[src/rtl/snapshot_uploader_if.sv]
// Upload/memory handshake bundle for snapshot_uploader.
// master: the uploader (drives the host byte stream and the RAM read port).
// slave : the host + RAM side (drives start/index/rd and returns mem_data).
interface snapshot_uploader_if #(
   parameter int ADDR_W = 14
);
   logic              up_start;
   logic [7:0]        up_index;
   logic              up_rd;
   logic [7:0]        up_data;
   logic [ADDR_W-1:0] up_addr;
   logic              up_valid;
   logic              up_busy;
   logic              up_done;
   logic              up_err;
   logic [1:0]        mem_sel;
   logic [ADDR_W-1:0] mem_addr;
   logic              mem_rd;
   logic [7:0]        mem_data;

   modport master (
      input  up_start, up_index, up_rd, mem_data,
      output up_data, up_addr, up_valid, up_busy, up_done, up_err,
             mem_sel, mem_addr, mem_rd
   );

   modport slave (
      output up_start, up_index, up_rd, mem_data,
      input  up_data, up_addr, up_valid, up_busy, up_done, up_err,
             mem_sel, mem_addr, mem_rd
   );
endinterface

[src/rtl/snapshot_uploader.sv]
// snapshot_uploader: streams one on-chip RAM region (char, colour or work RAM)
// byte-by-byte to the HPS host -- the reverse of the ROM download path.
// Each byte costs FETCH (mem_rd) + RD_LAT WAIT cycles + PRESENT (until up_rd).
// Optional feature macro: UPLOAD_CSUM_EN -- appends one checksum byte so the
// mod-256 sum of every uploaded byte is zero.
module snapshot_uploader #(
   parameter int ADDR_W     = 14,
   parameter int CHRAM_LEN  = 2048,
   parameter int COLRAM_LEN = 2048,
   parameter int WKRAM_LEN  = 16384,
   parameter int RD_LAT     = 1
) (
   input  logic                 clk_sys,
   input  logic                 reset,
   snapshot_uploader_if.master  bus
);

   localparam int LW = ADDR_W + 1;
   // WAIT cycles counted down to zero; capture happens on the zero cycle
   localparam logic [1:0] WAIT_INIT = 2'(RD_LAT - 1);

   typedef enum logic [2:0] {
      ST_IDLE    = 3'd0,
      ST_FETCH   = 3'd1,
      ST_WAIT    = 3'd2,
      ST_PRESENT = 3'd3,
      ST_FINISH  = 3'd4
   } state_t;

   state_t            state_r;
   logic [ADDR_W-1:0] offset_r;
   logic [LW-1:0]     len_r;
   logic [1:0]        wait_cnt_r;

   logic [7:0]        up_data_r;
   logic [ADDR_W-1:0] up_addr_r;
   logic              up_valid_r;
   logic              up_busy_r;
   logic              up_done_r;
   logic              up_err_r;
   logic [1:0]        mem_sel_r;
   logic [ADDR_W-1:0] mem_addr_r;
   logic              mem_rd_r;

   logic              idx_ok_s;
   logic [LW-1:0]     len_sel_s;
   logic [1:0]        sel_code_s;
   logic              last_s;

`ifdef UPLOAD_CSUM_EN
   logic [7:0]        sum_r;
   logic              csum_phase_r;

   // Byte that brings the running mod-256 sum back to zero.
   function automatic logic [7:0] csum_byte(input logic [7:0] sum);
      csum_byte = 8'd0 - sum;
   endfunction
`endif

   assign bus.up_data  = up_data_r;
   assign bus.up_addr  = up_addr_r;
   assign bus.up_valid = up_valid_r;
   assign bus.up_busy  = up_busy_r;
   assign bus.up_done  = up_done_r;
   assign bus.up_err   = up_err_r;
   assign bus.mem_sel  = mem_sel_r;
   assign bus.mem_addr = mem_addr_r;
   assign bus.mem_rd   = mem_rd_r;

   // Decode the requested region into a length and a RAM select code.
   always_comb begin
      idx_ok_s   = 1'b0;
      len_sel_s  = {LW{1'b0}};
      sel_code_s = 2'b00;
      case (bus.up_index)
         8'd0: begin
            idx_ok_s   = 1'b1;
            len_sel_s  = LW'(CHRAM_LEN);
            sel_code_s = 2'b01;
         end
         8'd1: begin
            idx_ok_s   = 1'b1;
            len_sel_s  = LW'(COLRAM_LEN);
            sel_code_s = 2'b10;
         end
         8'd2: begin
            idx_ok_s   = 1'b1;
            len_sel_s  = LW'(WKRAM_LEN);
            sel_code_s = 2'b11;
         end
         default: begin
            idx_ok_s   = 1'b0;
            len_sel_s  = {LW{1'b0}};
            sel_code_s = 2'b00;
         end
      endcase
   end

   // Last data byte of the region: offset == length-1 (offset never wraps).
   always_comb begin
      if ({1'b0, offset_r} == (len_r - LW'(1))) begin
         last_s = 1'b1;
      end else begin
         last_s = 1'b0;
      end
   end

   // Transfer FSM with all outputs registered.
   always_ff @(posedge clk_sys or posedge reset) begin
      if (reset) begin
         state_r    <= ST_IDLE;
         offset_r   <= {ADDR_W{1'b0}};
         len_r      <= {LW{1'b0}};
         wait_cnt_r <= 2'd0;
         up_data_r  <= 8'd0;
         up_addr_r  <= {ADDR_W{1'b0}};
         up_valid_r <= 1'b0;
         up_busy_r  <= 1'b0;
         up_done_r  <= 1'b0;
         up_err_r   <= 1'b0;
         mem_sel_r  <= 2'b00;
         mem_addr_r <= {ADDR_W{1'b0}};
         mem_rd_r   <= 1'b0;
`ifdef UPLOAD_CSUM_EN
         sum_r        <= 8'd0;
         csum_phase_r <= 1'b0;
`endif
      end else begin
         case (state_r)
            ST_IDLE: begin
               up_valid_r <= 1'b0;
               if (bus.up_start && idx_ok_s) begin
                  len_r      <= len_sel_s;
                  mem_sel_r  <= sel_code_s;
                  up_err_r   <= 1'b0;
                  up_done_r  <= 1'b0;
                  up_busy_r  <= 1'b1;
                  offset_r   <= {ADDR_W{1'b0}};
                  mem_addr_r <= {ADDR_W{1'b0}};
                  mem_rd_r   <= 1'b1;
`ifdef UPLOAD_CSUM_EN
                  sum_r        <= 8'd0;
                  csum_phase_r <= 1'b0;
`endif
                  state_r    <= ST_FETCH;
               end else if (bus.up_start) begin
                  // Invalid region: report and finish without touching RAM.
                  up_err_r   <= 1'b1;
                  up_done_r  <= 1'b1;
                  up_busy_r  <= 1'b0;
                  mem_sel_r  <= 2'b00;
                  mem_rd_r   <= 1'b0;
               end else begin
                  up_done_r  <= 1'b0;
                  up_busy_r  <= 1'b0;
                  mem_sel_r  <= 2'b00;
                  mem_rd_r   <= 1'b0;
               end
            end

            ST_FETCH: begin
               mem_rd_r   <= 1'b0;
               wait_cnt_r <= WAIT_INIT;
               state_r    <= ST_WAIT;
            end

            ST_WAIT: begin
               if (wait_cnt_r == 2'd0) begin
`ifdef UPLOAD_CSUM_EN
                  if (csum_phase_r) begin
                     // Checksum byte sits one past the region; for a region
                     // of exactly 2^ADDR_W bytes this offset wraps to 0.
                     up_data_r <= csum_byte(sum_r);
                     up_addr_r <= len_r[ADDR_W-1:0];
                  end else begin
                     up_data_r <= bus.mem_data;
                     up_addr_r <= offset_r;
                  end
`else
                  up_data_r  <= bus.mem_data;
                  up_addr_r  <= offset_r;
`endif
                  up_valid_r <= 1'b1;
                  state_r    <= ST_PRESENT;
               end else begin
                  wait_cnt_r <= wait_cnt_r - 2'd1;
               end
            end

            ST_PRESENT: begin
               if (bus.up_rd) begin
                  up_valid_r <= 1'b0;
`ifdef UPLOAD_CSUM_EN
                  if (csum_phase_r) begin
                     up_done_r <= 1'b1;
                     state_r   <= ST_FINISH;
                  end else begin
                     sum_r <= sum_r + up_data_r;
                     if (last_s) begin
                        // Run the checksum byte through FETCH/WAIT without a read.
                        csum_phase_r <= 1'b1;
                        state_r      <= ST_FETCH;
                     end else begin
                        offset_r   <= offset_r + ADDR_W'(1);
                        mem_addr_r <= offset_r + ADDR_W'(1);
                        mem_rd_r   <= 1'b1;
                        state_r    <= ST_FETCH;
                     end
                  end
`else
                  if (last_s) begin
                     up_done_r <= 1'b1;
                     state_r   <= ST_FINISH;
                  end else begin
                     offset_r   <= offset_r + ADDR_W'(1);
                     mem_addr_r <= offset_r + ADDR_W'(1);
                     mem_rd_r   <= 1'b1;
                     state_r    <= ST_FETCH;
                  end
`endif
               end else begin
                  up_valid_r <= 1'b1;
               end
            end

            ST_FINISH: begin
               up_done_r <= 1'b0;
               up_busy_r <= 1'b0;
               mem_sel_r <= 2'b00;
               state_r   <= ST_IDLE;
            end

            default: begin
               up_valid_r <= 1'b0;
               up_busy_r  <= 1'b0;
               up_done_r  <= 1'b0;
               mem_sel_r  <= 2'b00;
               mem_rd_r   <= 1'b0;
               state_r    <= ST_IDLE;
            end
         endcase
      end
   end

endmodule

[src/flat_wrapper.sv]
// flat-port wrapper written by rule: the top's interface ports become plain ports
module snapshot_uploader_flat 
#(
   parameter int ADDR_W     = 14,
   parameter int CHRAM_LEN  = 2048,
   parameter int COLRAM_LEN = 2048,
   parameter int WKRAM_LEN  = 16384,
   parameter int RD_LAT     = 1
)
  (clk_sys, reset, bus_up_start, bus_up_index, bus_up_rd, bus_mem_data, bus_up_data, bus_up_addr, bus_up_valid, bus_up_busy, bus_up_done, bus_up_err, bus_mem_sel, bus_mem_addr, bus_mem_rd);
  snapshot_uploader_if #(.ADDR_W(ADDR_W)) bus_i ();
  input  logic clk_sys;
  input  logic reset;
  input wire logic [$bits(bus_i.up_start)-1:0] bus_up_start;
  input wire logic [$bits(bus_i.up_index)-1:0] bus_up_index;
  input wire logic [$bits(bus_i.up_rd)-1:0] bus_up_rd;
  input wire logic [$bits(bus_i.mem_data)-1:0] bus_mem_data;
  output wire logic [$bits(bus_i.up_data)-1:0] bus_up_data;
  output wire logic [$bits(bus_i.up_addr)-1:0] bus_up_addr;
  output wire logic [$bits(bus_i.up_valid)-1:0] bus_up_valid;
  output wire logic [$bits(bus_i.up_busy)-1:0] bus_up_busy;
  output wire logic [$bits(bus_i.up_done)-1:0] bus_up_done;
  output wire logic [$bits(bus_i.up_err)-1:0] bus_up_err;
  output wire logic [$bits(bus_i.mem_sel)-1:0] bus_mem_sel;
  output wire logic [$bits(bus_i.mem_addr)-1:0] bus_mem_addr;
  output wire logic [$bits(bus_i.mem_rd)-1:0] bus_mem_rd;
  assign bus_i.up_start = bus_up_start;
  assign bus_i.up_index = bus_up_index;
  assign bus_i.up_rd = bus_up_rd;
  assign bus_i.mem_data = bus_mem_data;
  assign bus_up_data = bus_i.up_data;
  assign bus_up_addr = bus_i.up_addr;
  assign bus_up_valid = bus_i.up_valid;
  assign bus_up_busy = bus_i.up_busy;
  assign bus_up_done = bus_i.up_done;
  assign bus_up_err = bus_i.up_err;
  assign bus_mem_sel = bus_i.mem_sel;
  assign bus_mem_addr = bus_i.mem_addr;
  assign bus_mem_rd = bus_i.mem_rd;
  snapshot_uploader #(.ADDR_W(ADDR_W), .CHRAM_LEN(CHRAM_LEN), .COLRAM_LEN(COLRAM_LEN), .WKRAM_LEN(WKRAM_LEN), .RD_LAT(RD_LAT)) u_core (.clk_sys(clk_sys), .reset(reset), .bus(bus_i));
endmodule
[config.mk]
export PLATFORM = sky130hd
export DESIGN_NAME = snapshot_uploader_flat
export DESIGN_NICKNAME = d
export VERILOG_FILES = /design/src/rtl/snapshot_uploader_if.sv /design/src/rtl/snapshot_uploader.sv /design/src/flat_wrapper.sv
export SDC_FILE = /design/constraint.sdc
export NUM_CORES = 1
export LEC_CHECK = 0
export ABC_CLOCK_PERIOD_IN_PS = 2550
export CORE_UTILIZATION = 49
export DETAILED_ROUTE_END_ITERATION = 8
export MAX_ROUTING_LAYER = met4
export PLACE_DENSITY = 0.8
export SETUP_SLACK_MARGIN = 0.1
export SYNTH_ARGS = -nofsm -noshare
export SYNTH_HDL_FRONTEND = slang
export SYNTH_SLANG_ARGS = --single-unit
[constraint.sdc]
create_clock -name clk_sys -period 2.55 [get_ports clk_sys]
set_clock_uncertainty 0.1 [all_clocks]
set_input_delay 0.6375 -clock clk_sys [delete_from_list [all_inputs] [get_ports clk_sys]]
set_output_delay 0.6375 -clock clk_sys [all_outputs]
set_load 0.03 [all_outputs]
==> impl_metrics.tcl, run 1 <==
set metrics [dict create \
    nFillCells 398 \
    worst_pin_slew_ns 0.627 \
    finalSetupViolations 0 \
    wl_per_cell_um 14.7 \
    synthArstFlopShare 1.00 \
    cp_num_buf_inv 1 \
    clk_pin_slew_worst_paths_ns 0.09 \
    critical-path-top-delay-family "buffers and inverters" \
    startpoint_type "flop" \
    rsz0062_at_grt "no" \
    antenna_found_initial 0 \
    grtUsageTotal 0.225 \
    grt_pass1_vias 1948 \
    leakage_nw 1.40 \
    max_freq_mhz 433 \
    vias 2069 \
    place_area_um2 3220 \
    dr.pass1.iters 5 \
    grt.overflow.total 0 \
    synth_edf_count 0 \
    synth_top_flop_cell "dfrtp_1" \
    vias_per_cell 5.62 \
    maxCapViolations 0 \
    switching_share 0.403 \
    synth_top_area_share 0.514 \
    drive_above_1_share 0.199 \
    power_density_nw_per_um2 940 \
    finalMaxSlewViolations 0 \
    outcome "finished clean" \
    grt_start_max_net_pins 26 \
    critPathMaxFanout 10 \
    drc 0 \
    hold_buffers 0 \
    syn-num-nets 248 \
    synth_top_area_cell "dfrtp_1" \
    port-buffer-count 62 \
    final_common_cell "clkdlybuf4s50_1" \
    clock_latency_ns 0.30 \
    core.rowCount 25 \
    syn_avg_cell_area_um2 10.8 \
    ys_warn_count 0 \
    finalSetupTns_ns 0 \
    seq_area_frac_synth 0.514 \
    endpoint_kind "output port" \
    core_um2 4750 \
    root_buffer "clkbuf_8" \
    routed_wl_um 5400 \
    yosys_register_bits 50 \
    hold_viol_final 0 \
    relSlewSlack 0.579 \
    instances_no_fill 368 \
    cp_slowest_cell "clkdlybuf4s50_1" \
    dpl.cell_count 360 \
    ys_types 43 \
    drtIter0Drc 136 \
    synth_area_leaders "dfrtp_1 (51%), mux2_2 (11%), o31ai_1 (4.6%)" \
    irDropWorstVdd_mv 0.423 \
    power.total_w 0.00315 \
    finish.instance_area_um2 3350 \
    start_util 0.512 \
    place_congestion 0.892 \
    grt_pass1_wl_um 8870 \
    cts_buffers 5 \
    layout.nets 322 \
    critPathKind "flop to output port" \
    power_frac_clock 0.154 \
    p_comb_frac 0.487 \
    die_area_um2 5250 \
    drtAntennaViolNets 0 \
    hold_class "flop to flop" \
    power_frac_seq 0.359 \
    cp.required_ns 1.81 \
    postCtsSetupRepairBufs 0 \
    critPathMaxStageDelay_ns 0.73 \
    netlist_area_um2 2430 \
    period_needed_ns 2.31 \
    clkSinkCount 50 \
    hpwl_um 3770 \
    cts_tree "built" \
    p_sw_w 0.00127 \
    fp.dieW_um 72.5 \
    final_cell_mix "clkdlybuf4s50_1 (62), dfrtp_1 (50), mux2_2 (23)" \
    io-pin-count 63 \
    p_int_w 0.00188 \
    cp.arrival_ns 1.57 \
    min_period_over_period 0.905 \
    cp_cell_sequence "clkdlybuf4s50_1" \
    cts_resized 1 \
    die_y_um 72.5 \
    clk_path_buf_depth 2 \
    area_growth_pct 37.8 \
    htreeDepth 2 \
    n_antenna_cell 0 \
    netlist_instances 226 \
]
## synthesized netlist by cell type, drive strengths merged, types with 3 or more instances
library cell / count
dfrtp: 50
mux2: 23
nor2: 18
o31ai: 15
nand2: 12
nand3: 12
o21ai: 12
buf: 7
a21oi: 6
nor3: 6
nor4: 6
clkbuf: 5
nand4: 5
a31oi: 4
and3: 4
inv: 4
nand2b: 4
nor2b: 4
mux2i: 3
## logic make-up (layout without fill, tap and decap cells)
family / after synthesis / in the layout / synth area share
adder cells (fa/ha/maj): 2 / 2 / 0.0103
buffers and inverters: 16 / 91 / 0.0293
AND/OR/NAND/NOR: 77 / 77 / 0.171
AO/OA/AOI/OAI: 53 / 53 / 0.149
XOR/XNOR: 2 / 2 / 0.00720
flip-flops: 50 / 50 / 0.514
multiplexers: 26 / 26 / 0.119
## registers in the layout, indices dropped and copies added (netlist names)
signal / flops
u_core.bus.up_data: 8
u_core.state_r: 3
u_core.bus.up_busy: 1
u_core.bus.up_addr: 14
u_core.bus.mem_rd: 1
u_core.bus.up_err: 1
u_core.bus.up_done: 1
u_core.bus.up_valid: 1
u_core.len_r: 2
u_core.bus.mem_addr: 14
u_core.bus.mem_sel: 2
u_core.wait_cnt_r: 2
## layout make-up
cell class,instances,area [um2],share of cell area
inverters,4,15.0,0.00448
clock inverters,2,12.5,0.00373
well taps,67,83.8,0.0250
multi-input cells,160,1150,0.342
clock buffers,6,82.6,0.0246
flip-flops and latches,50,1250,0.373
repair buffers,79,761,0.227
## worst paths after layout
path / cells after the start / endpoint / slack, ns / startpoint
hold / removal: 2 / u_core.bus.mem_sel[1] / 0.41 / u_core.bus.mem_sel[1]
hold reg to reg: 2 / u_core.bus.mem_sel[1] / 0.41 / u_core.bus.mem_sel[1]
setup / recovery: 1 / bus_mem_addr[11] / 0.24 / u_core.bus.mem_addr[11]
min in group asynchronous: 2 / u_core.bus.up_addr[10] / 0.55 / reset
max in group asynchronous: 3 / u_core.bus.up_busy / 1.31 / reset
setup reg to reg: 6 / u_core.bus.mem_addr[5] / 0.30 / u_core.bus.mem_addr[0]
## power by group through the flow
stage	Clock [W]	Sequential (W)	Combinational [W]
after CTS	0.000498	0.00113	0.00153
after floorplan	0	0.00143	0.000657
after global routing	0.000531	0.00116	0.00165
final	0.000485	0.00113	0.00154
after global placement	0	0.00114	0.00149
after detailed placement	0	0.00115	0.00152
## worst register-to-register path: stages (launching register included)
cell     delay (ns)
dfrtp_1        0.47
ha_1           0.24
nand3_2        0.12
or2_1          0.37
or4_4          0.58
nand2_2        0.15
o31ai_1        0.10
## per-stage QoR
stage | setup WS, ns | util | hold slack (ns)
2_1_floorplan | 0.236 | - | 0.380
3_5_place_dp | -0.160 | 0.678 | 0.386
6_report | 0.241 | 0.705 | 0.407
3_3_place_gp | -0.143 | 0.678 | 0.373
4_1_cts | 0.144 | 0.698 | 0.413
5_1_grt | 0.103 | 0.705 | 0.424
## layer usage
| layer | wire length (um) | GRT usage | part of all wire |
|---|---|---|---|
| met1 | 2470 | 0.294 | 0.46 |
| met5 | 0 | - | 0 |
| met2 | 2620 | 0.351 | 0.49 |
| met4 | 60 | 0.0697 | 0.011 |
| met3 | 243 | 0.0486 | 0.045 |
No activity file was read; power rests on OpenSTA's default activity.
==> inputs of run 2 (changes only) <==
Settings changed: RECOVER_POWER from default to 100.
==> impl_metrics.tcl, run 2 (same netlist as run 1, synthesis figures left out) <==
set metrics [dict create \
    die_y_um 72.5 \
    critical-path-top-delay-family "buffers and inverters" \
    start_util 0.512 \
    nFillCells 406 \
    hpwl_um 3770 \
    power_density_nw_per_um2 926 \
    core_um2 4750 \
    use_met1 0.294 \
    final_common_cell "dfrtp_1" \
    busiest_layer "met2" \
    use_met2 0.351 \
    finalSetupViolations 0 \
    relSlewSlack 0.511 \
    io-pin-count 63 \
    power_frac_clock 0.158 \
    clock_latency_ns 0.30 \
    clkSinkCount 50 \
    drtIter0Drc 129 \
    p_sw_w 0.00126 \
    drtAntennaViolNets 0 \
    p_int_w 0.00181 \
    outcome "finished clean" \
    critPathKind "flop to output port" \
    worst_pin_slew_ns 0.732 \
    grt_start_max_net_pins 26 \
    grtUsageMet3 0.0486 \
    cp.required_ns 1.81 \
    startpoint_type "flop" \
    place_congestion 0.892 \
    regArea_um2 1250 \
    clk_pin_slew_worst_paths_ns 0.09 \
    area_growth_pct 36.7 \
    n_antenna_cell 0 \
    fp.dieW_um 72.5 \
    period_needed_ns 2.36 \
    power_frac_seq 0.364 \
    leakage_nw 1.48 \
    routed_wl_um 5400 \
    die_area_um2 5250 \
    wl_per_cell_um 14.7 \
    multi_input_area_um2 1150 \
    critPathMaxStageDelay_ns 0.79 \
    cp_num_buf_inv 1 \
    drc 0 \
    cp_cell_sequence "dlygate4sd3_1" \
    hold_viol_final 0 \
    max_freq_mhz 423 \
    cp.arrival_ns 1.62 \
    grtUsageTotal 0.225 \
    cp_slowest_cell "dlygate4sd3_1" \
    drive_above_1_share 0.189 \
    maxCapViolations 0 \
    grt_pass1_wl_um 8870 \
    p_comb_frac 0.478 \
    layout.nets 322 \
    dr.pass1.iters 4 \
    antenna_found_initial 0 \
    vias 2085 \
    cts_buffers 5 \
    postCtsSetupRepairBufs 0 \
    irDropWorstVdd_mv 0.407 \
    finish.instance_area_um2 3320 \
    port-buffer-count 62 \
    grt.overflow.total 0 \
    hold_class "flop to flop" \
    critPathMaxFanout 10 \
    switching_share 0.411 \
    htreeDepth 2 \
    endpoint_kind "output port" \
    finalMaxSlewViolations 0 \
    grt_pass1_vias 1948 \
    clk_path_buf_depth 2 \
    finalSetupTns_ns 0 \
    place_area_um2 3220 \
    core.rowCount 25 \
    root_buffer "clkbuf_8" \
    rsz0062_at_grt "no" \
    vias_per_cell 5.67 \
    min_period_over_period 0.926 \
    cts_tree "built" \
    final_cell_mix "dfrtp_1 (50), dlygate4sd3_1 (45), mux2_2 (23)" \
]
==> run 2: cell types whose count changed in the layout (fill, tap and decap cells not counted) <==
| cell | delta |
|---|---|
| clkdlybuf4s50_1 | -45 |
| buf_4 | -5 |
| or2_0 | +1 |
| or2_1 | -1 |
| inv_2 | -1 |
| clkbuf_2 | +3 |
| clkbuf_4 | +1 |
| clkbuf_1 | +2 |
| buf_12 | -1 |
| dlygate4sd3_1 | +45 |
| inv_1 | +1 |
==> run 2: layout make-up <==
type                            count  share of cell area
Clock buffer                        6              0.0248
Clock inverter                      2             0.00376
Inverter                            4             0.00452
Multi-Input combinational cell    160               0.345
Sequential cell                    50               0.376
Tap cell                           67              0.0252
Timing Repair Buffer               79               0.221
==> run 2: power by group through the flow <==
stage / combinational [W] / sequential, W / clock (W)
2_1_floorplan: 0.000657 / 0.00143 / 0
3_3_place_gp: 0.00149 / 0.00114 / 0
3_5_place_dp: 0.00152 / 0.00115 / 0
4_1_cts: 0.00153 / 0.00113 / 0.000498
5_1_grt: 0.00158 / 0.00115 / 0.000531
6_report: 0.00147 / 0.00112 / 0.000486
==> run 2: repair_timing <==
item,4_1_cts,5_1_grt
hold buffers,0,0
gates resized for setup,1,5
setup endpoints to repair,1,11
==> run 2: final timing paths <==
kind	from	end	slack [ns]	cells after the start
setup / recovery	u_core.bus.mem_addr[11]	bus_mem_addr[11]	0.19	1
hold / removal	u_core.bus.mem_sel[1]	u_core.bus.mem_sel[1]	0.40	2
max in group asynchronous	reset	u_core.bus.mem_rd	0.48	3
setup reg to reg	u_core.bus.mem_addr[0]	u_core.bus.mem_addr[0]	0.23	6
hold reg to reg	u_core.bus.mem_sel[1]	u_core.bus.mem_sel[1]	0.40	2
min in group asynchronous	reset	u_core.bus.up_addr[10]	0.79	2
==> run 2: through the flow <==
| stage | hold WS [ns] | std cells | utilization | power (W) | worst slack, ns |
|---|---|---|---|---|---|
| after global placement | 0.373 | 360 | 0.678 | 0.00263 | -0.143 |
| after detailed placement | 0.386 | 360 | 0.678 | 0.00266 | -0.160 |
| after CTS | 0.413 | 368 | 0.698 | 0.00315 | 0.144 |
| after global routing | 0.418 | 368 | 0.699 | 0.00327 | 0.107 |
| final | 0.402 | 368 | 0.699 | 0.00308 | 0.188 |
| after floorplan | 0.380 | 226 | - | 0.00209 | 0.236 |
==> run 2: metal layers <==
metal,wire [um],vias up
met3,215,6
li1,-,999
met1,2520,1027
met2,2610,53
met5,0,-
met4,61,0
